File: src/rtl/mem_arbiter_pkg.sv
// Shared arbiter definitions: FSM state encodings, master ids and the
// tie-break helper used by the grant decision.
package mem_arbiter_pkg;

    typedef logic [1:0] arb_state_t;

    localparam arb_state_t ST_IDLE = 2'b00;
    localparam arb_state_t ST_OWN0 = 2'b01;
    localparam arb_state_t ST_OWN1 = 2'b10;
    localparam arb_state_t ST_TURN = 2'b11;

    localparam logic M0 = 1'b0;
    localparam logic M1 = 1'b1;

    // Winner among the requesters; on a tie the master that did not own last wins.
    function automatic logic pick_master(input logic req0, input logic req1, input logic last);
        logic win;
        if (req0 && req1) begin
            win = ~last;
        end else if (req1) begin
            win = M1;
        end else begin
            win = M0;
        end
        return win;
    endfunction

endpackage

File: src/rtl/mem_arbiter_hold_timer.sv
// 8-bit saturating hold counter with synchronous clear, count enable and a
// limit compare. expire_o looks at the count including the current cycle,
// so it is high in the last permitted cycle and the owner loses the bus at
// the edge where the count reaches limit_i.
module mem_arbiter_hold_timer (
    input  logic       clk_i,
    input  logic       rst_n_i,
    input  logic       clr_i,
    input  logic       en_i,
    input  logic [7:0] limit_i,
    output logic       expire_o
);

    logic [7:0] cnt_q;
    logic [7:0] cnt_d;
    logic [7:0] cnt_inc;

    // Saturating increment and next-count selection.
    always_comb begin
        cnt_inc = (cnt_q == 8'hFF) ? cnt_q : cnt_q + 8'd1;
        cnt_d   = cnt_q;
        if (clr_i) begin
            cnt_d = 8'd0;
        end else if (en_i) begin
            cnt_d = cnt_inc;
        end
        expire_o = en_i && !clr_i && (cnt_inc >= limit_i);
    end

    // Counter register with synchronous active-low reset.
    always_ff @(posedge clk_i) begin
        if (!rst_n_i) begin
            cnt_q <= 8'd0;
        end else begin
            cnt_q <= cnt_d;
        end
    end

endmodule

File: src/rtl/mem_arbiter.sv
// Two-master memory bus arbiter: round-robin grant with one idle turnaround
// cycle between owners, hold watchdog, and a zero-latency bus mux selected
// by the registered grant state.
//
// state | meaning
// IDLE  | no owner, arbitrate on current requests
// OWN0  | master 0 owns the bus
// OWN1  | master 1 owns the bus
// TURN  | one dead cycle after a release/revoke, then arbitrate like IDLE
module mem_arbiter
    import mem_arbiter_pkg::*;
#(
    parameter int W        = 9,
    parameter int HOLD_MAX = 63
) (
    input  logic         Clock,
    input  logic         Resetn,
    input  logic         Req0,
    input  logic         Req1,
    input  logic [W-1:0] ADDR0,
    input  logic [W-1:0] ADDR1,
    input  logic [W-1:0] DOUT0,
    input  logic [W-1:0] DOUT1,
    input  logic         Write0,
    input  logic         Write1,
    output logic         Gnt0,
    output logic         Gnt1,
    output logic [W-1:0] MemADDR,
    output logic [W-1:0] MemDOUT,
    output logic         MemWrite,
    output logic         Timeout,
    output logic         TimeoutId
);

    localparam logic [7:0] HOLD_LIM = 8'(HOLD_MAX);

    arb_state_t state_q;
    arb_state_t state_d;
    logic       last_q;
    logic       last_d;
    logic       timeout_q;
    logic       timeout_d;
    logic       tid_q;
    logic       tid_d;
    logic       own;
    logic       expire;
    logic       win;

    assign own = (state_q == ST_OWN0) || (state_q == ST_OWN1);
    assign win = pick_master(Req0, Req1, last_q);

    // Counter is held clear outside ownership so every grant starts from zero.
    mem_arbiter_hold_timer u_hold_timer (
        .clk_i    (Clock),
        .rst_n_i  (Resetn),
        .clr_i    (!own),
        .en_i     (own),
        .limit_i  (HOLD_LIM),
        .expire_o (expire)
    );

    // Next-state, round-robin memory and watchdog decisions.
    always_comb begin
        state_d   = state_q;
        last_d    = last_q;
        timeout_d = 1'b0;
        tid_d     = tid_q;
        case (state_q)
            ST_OWN0: begin
                if (!Req0) begin
                    state_d = ST_TURN;
                    last_d  = M0;
                end else if (expire) begin
                    state_d   = ST_TURN;
                    last_d    = M0;
                    timeout_d = 1'b1;
                    tid_d     = M0;
                end
            end
            ST_OWN1: begin
                if (!Req1) begin
                    state_d = ST_TURN;
                    last_d  = M1;
                end else if (expire) begin
                    state_d   = ST_TURN;
                    last_d    = M1;
                    timeout_d = 1'b1;
                    tid_d     = M1;
                end
            end
            default: begin
                if (Req0 || Req1) begin
                    state_d = (win == M1) ? ST_OWN1 : ST_OWN0;
                end else begin
                    state_d = ST_IDLE;
                end
            end
        endcase
    end

    // State registers; last resets to master 1 so master 0 wins the first tie.
    always_ff @(posedge Clock) begin
        if (!Resetn) begin
            state_q   <= ST_IDLE;
            last_q    <= M1;
            timeout_q <= 1'b0;
            tid_q     <= M0;
        end else begin
            state_q   <= state_d;
            last_q    <= last_d;
            timeout_q <= timeout_d;
            tid_q     <= tid_d;
        end
    end

    // Bus mux: owner's lines pass straight through, otherwise the bus is quiet.
    always_comb begin
        MemADDR  = '0;
        MemDOUT  = '0;
        MemWrite = 1'b0;
        case (state_q)
            ST_OWN0: begin
                MemADDR  = ADDR0;
                MemDOUT  = DOUT0;
                MemWrite = Write0;
            end
            ST_OWN1: begin
                MemADDR  = ADDR1;
                MemDOUT  = DOUT1;
                MemWrite = Write1;
            end
            default: begin
                MemADDR  = '0;
                MemDOUT  = '0;
                MemWrite = 1'b0;
            end
        endcase
    end

    assign Gnt0      = (state_q == ST_OWN0);
    assign Gnt1      = (state_q == ST_OWN1);
    assign Timeout   = timeout_q;
    assign TimeoutId = tid_q;

endmodule

File: config.mk
export PLATFORM = sky130hd
export DESIGN_NAME = mem_arbiter
export DESIGN_NICKNAME = d
export VERILOG_FILES = /design/src/rtl/mem_arbiter_pkg.sv /design/src/rtl/mem_arbiter_hold_timer.sv /design/src/rtl/mem_arbiter.sv
export SDC_FILE = /design/constraint.sdc
export NUM_CORES = 1
export LEC_CHECK = 0
export CORE_MARGIN = 2
export CORE_UTILIZATION = 41
export DETAILED_ROUTE_END_ITERATION = 10
export GPL_TIMING_DRIVEN = 0
export PLACE_DENSITY = 0.8
export SYNTH_ARGS = -nofsm -noshare
export SYNTH_HDL_FRONTEND = slang
export SYNTH_HIERARCHICAL = 1
export SYNTH_SLANG_ARGS = --single-unit
File: constraint.sdc
create_clock -name Clock -period 4.25 [get_ports Clock]
set_clock_uncertainty 0.2 [all_clocks]
set_input_delay 1.0625 -clock Clock [delete_from_list [all_inputs] [get_ports Clock]]
set_output_delay 1.0625 -clock Clock [all_outputs]
set_load 0.01 [all_outputs]
==> reports/results.env, run 1 <==
FIRSTDRTPASSITERS=4
FILLERINSTANCES=275
LAYOUT-DRIVE-GT1-SHARE=0.0720
CTS_HOLD_REPAIR.BUFFERS=0
TOTAL_NUMBER_OF_VIAS=1592
HTREE_NUM_LEVELS=1
CP_CELL_SEQUENCE='ha_1 > buf_4 > and4_1 > nand2b_1 > buf_6 > xnor2_1 > ha_1 > nand2b_1 > a2111oi_0 > or3_1 > a2111oi_2 > nand2_1 > a221oi_2 > mux2i_1'
FF_LATCH_AREA_SQ_UM=260
PLACEABLE_CORE_REGION_SQ_UM=3080
INSERTION_DELAY_NS=0.27
STARTPOINT_TYPE='register'
STATUS='finished, final reports clean'
LAYOUT_MIN_CYCLE_TIME_NS=3.72
SYNTHESIZED_AREA_DIVIDED_BY_SYNTHESIZED_CELL_COUNT_SQ_UM=7.05
TRITONCTS='done'
NUMBER_OF_GLOBAL_ROUTE_VIAS_BEFORE_REPAIR=1368
ANTENNA-DIODE-COUNT=0
SLOWEST_STAGE='a2111oi_2'
MAPPED_AREA_SQ_UM=1340
TRITONCTS.NUM_BUFFERS=3
MOST_FREQUENT_CELLS_IN_THE_LAYOUT='clkdlybuf4s50_1, nor2_1, a22oi_1'
GRT-OVFL-TOTAL=0
CTS_BUFFER_DEPTH=2
SYNTH_ENABLE_FLOP_CELLS=0
PROPORTION_OF_SYNTHESIZED_CHIP_AREA_IN_SEQUENTIAL_CELLS=0.194
CTS_NUM_SINKS=13
FINAL-MAX-SLEW-VIOLATION-COUNT=0
PLACE.GP.CONGESTION=0.806
MAX-SLEW-MARGIN-REL=0.568
CTS-ROOT-BUF='clkbuf_4'
NUMPLACEDINSTANCES=304
FP.DIEAREA_SQ_UM=3740
CLOCK_SHARE_OF_POWER=0.091
ANTENNA_FOUND_INITIAL=0
CHIPWIDTH_UM=61.1
PLACE_HPWL_UM=3040
POWER_LEAKAGE_nW=0.885
NUM-NETS-FINAL=320
P_SW_mW=0.385
AVERAGE_ROUTED_WIRE_PER_STANDARD_CELL_UM=12.2
INTPOWER_mW=0.462
LAYOUT.CELLS.MOST_COMMON='clkdlybuf4s50_1'
DRT_ITER0_MARKERS=61
HOLD_VIOL=0
CRITICAL_PATH.ENDPOINT_TYPE='register'
MAXCLOCKFREQUENCY_MHz=269
FIN_CELLS=308
EFFECTIVE_UTILIZATION_AT_FLOORPLAN=0.435
HOLD_SLACK_NS=0.259
WORST_EP_ARRIVAL_TIME_NS=3.73
ANTENNA_VIOLATING_NETS_POST_ROUTE=0
GRT_USAGE=0.193
PLACEMENT_ROWS=20
IOPINCOUNT=65
GRT_FIRST_PASS_WIRELENGTH_UM=5620
POST_CTS_RESIZE_COUNT=0
DIEHEIGHT_UM=61.1
GRT_START_MAX_NET_PINS=11
SEQUENTIAL_FRACTION_OF_DESIGN_POWER=0.190
YOSYSWARNINGS=6
PERIOD_SHARE=0.875
CTS_POST_SETUP_BUFFERS_INSERTED=0
SETUP.WORST_PATH.CLASS='reg -> reg'
MAXIMUM_IR_DROP_ON_THE_VDD_RAIL_uV=229
WORST-PATH-BUF-INV=2
PORTBUFFERS=64
PWR_PER_CELL_AREA_nW_PER_UM2=407
REPORTED_MAX_CAP_VIOLATION_COUNT=0
SYN_TO_LAYOUT_AREA_DELTA_PCT=55.6
POWER_SWITCHING_SHARE=0.455
SYNTH_ASYNC_SR_FLOP_SHARE=0
RSZ0062_AT_GRT='false'
DRC=0
PATH_CATEGORY_OF_THE_WORST_MIN_DELAY_CHECK='reg -> reg'
YS_SEQ_ELEMENTS=13
SETUP_VIOLATORS_FINAL=0
SYNTH.DISTINCT_CELLS=41
YS_DOMINANT_REG_CELL='dfxtp_1'
CP_DATA_REQUIRED_TIME_NS=4.26
COMBPWRFRAC=0.719
SETUP-TNS-FINAL_NS=0
WORST_PATH_MAX_FANOUT=8
DRT-VIAS-PER-INSTANCE=5.17
AREA_OF_THE_MULTI_INPUT_GATES_SQ_UM=960
TIGHTESTPINTRANSITION_NS=0.647
SLOWEST_DELAY_NS=0.60
WORST_PATH_DOMINANT_CELL_FAMILY='compound AO/OA/AOI/OAI gates'
ROUTED_WIRE_LENGTH_UM=3750
CTS.REPORTEDPATHS.CLKPINSLEW_NS=0.08
POST_SYNTH_INST_COUNT=190
-- per-layer routing --
metal / track usage / routed length (um) / part of all wire
met1: 0.202 / 1450 / 0.39
met2: 0.380 / 1850 / 0.49
met3: 0.0441 / 432 / 0.12
met4: 0.0497 / 12 / 0.0032
met5: 0 / 0 / 0
-- state kept, by name, summed over array words and instances, names as in the netlist --
signal / flops
u_hold_timer/cnt_q: 8
state_q: 2
Timeout: 1
TimeoutId: 1
last_q: 1
-- synthesized netlist by cell type (all sizes together), types with 3 or more instances --
cell    count  area (sq um)
dfxtp      13           260
a22oi      20           150
ha         13           163
nor3        5          25.0
buf        12          77.6
nand2      15          58.8
nand3       8          45.0
nor2       38           143
nand2b      3          18.8
o21ai       5          25.0
a21oi      10          50.1
nand4       3          18.8
inv        15          56.3
mux2i       5          50.1
-- layout make-up --
type                       count  share of cell area
tap                           44              0.0264
clock buffer                   4              0.0126
multi-input combinational    154               0.461
timing repair buffer          64               0.308
buffer                        14              0.0408
inverter                      15              0.0270
sequential                    13               0.125
-- stage by stage --
step,setup WS [ns],cell area [sq um],total power [mW],util
finish,0.530,2080,0.847,0.677
global placement,0.597,2060,0.769,0.668
CTS,0.529,2080,0.857,0.677
floorplan,0.893,1360,0.532,-
detailed placement,0.570,2060,0.775,0.668
global route,0.321,2080,0.922,0.677
-- worst register-to-register path, delay by kind of cell (launching register included) --
| kind | cells | cell delay (ns) |
|---|---|---|
| buffers and inverters | 2 | 0.27 |
| AOI/OAI and AO/OA | 3 | 1.01 |
| muxes | 1 | 0.20 |
| adders and majority gates | 2 | 0.46 |
| DFF | 1 | 0.43 |
| and+or+nand+nor | 5 | 0.96 |
| xor gates and xnor gates | 1 | 0.13 |
-- worst paths after layout --
| path | startpoint | endpoint | slack (ns) | cells past startpoint |
|---|---|---|---|---|
| worst max-delay path | u_hold_timer/cnt_q[0] | TimeoutId | 0.53 | 14 |
| worst min-delay path | TimeoutId | TimeoutId | 0.26 | 2 |
| worst max register to register | u_hold_timer/cnt_q[0] | TimeoutId | 0.53 | 14 |
| worst min register to register | TimeoutId | TimeoutId | 0.26 | 2 |
-- power by group through the flow --
stage                     Combinational, mW  Sequential, mW  Clock (mW)
after floorplan                       0.372           0.159           0
after global placement                0.606           0.162           0
after detailed placement              0.612           0.163           0
after CTS                             0.615           0.160      0.0811
after global routing                  0.672           0.165      0.0851
final                                 0.610           0.161      0.0771
-- logic make-up after synthesis --
kind of cell	synth area share
buffers and inverters	0.106
AND/OR/NAND/NOR	0.264
flip-flops	0.194
other	0.00561
XOR/XNOR	0.0131
AO/OA/AOI/OAI	0.250
multiplexers	0.0458
adder cells (fa/ha/maj)	0.121
(Power assumes the default switching activity.)
==> run 2: changes to the inputs <==
--- a/config.mk
+++ b/config.mk
@@ -5,6 +5,7 @@
 export SDC_FILE = /design/constraint.sdc
 export NUM_CORES = 1
 export LEC_CHECK = 0
+export CAP_MARGIN = 10
 export CORE_MARGIN = 2
 export CORE_UTILIZATION = 41
 export DETAILED_ROUTE_END_ITERATION = 10
==> results of run 2 <==
Final layout, timing and power as in run 1 (identical DEF).
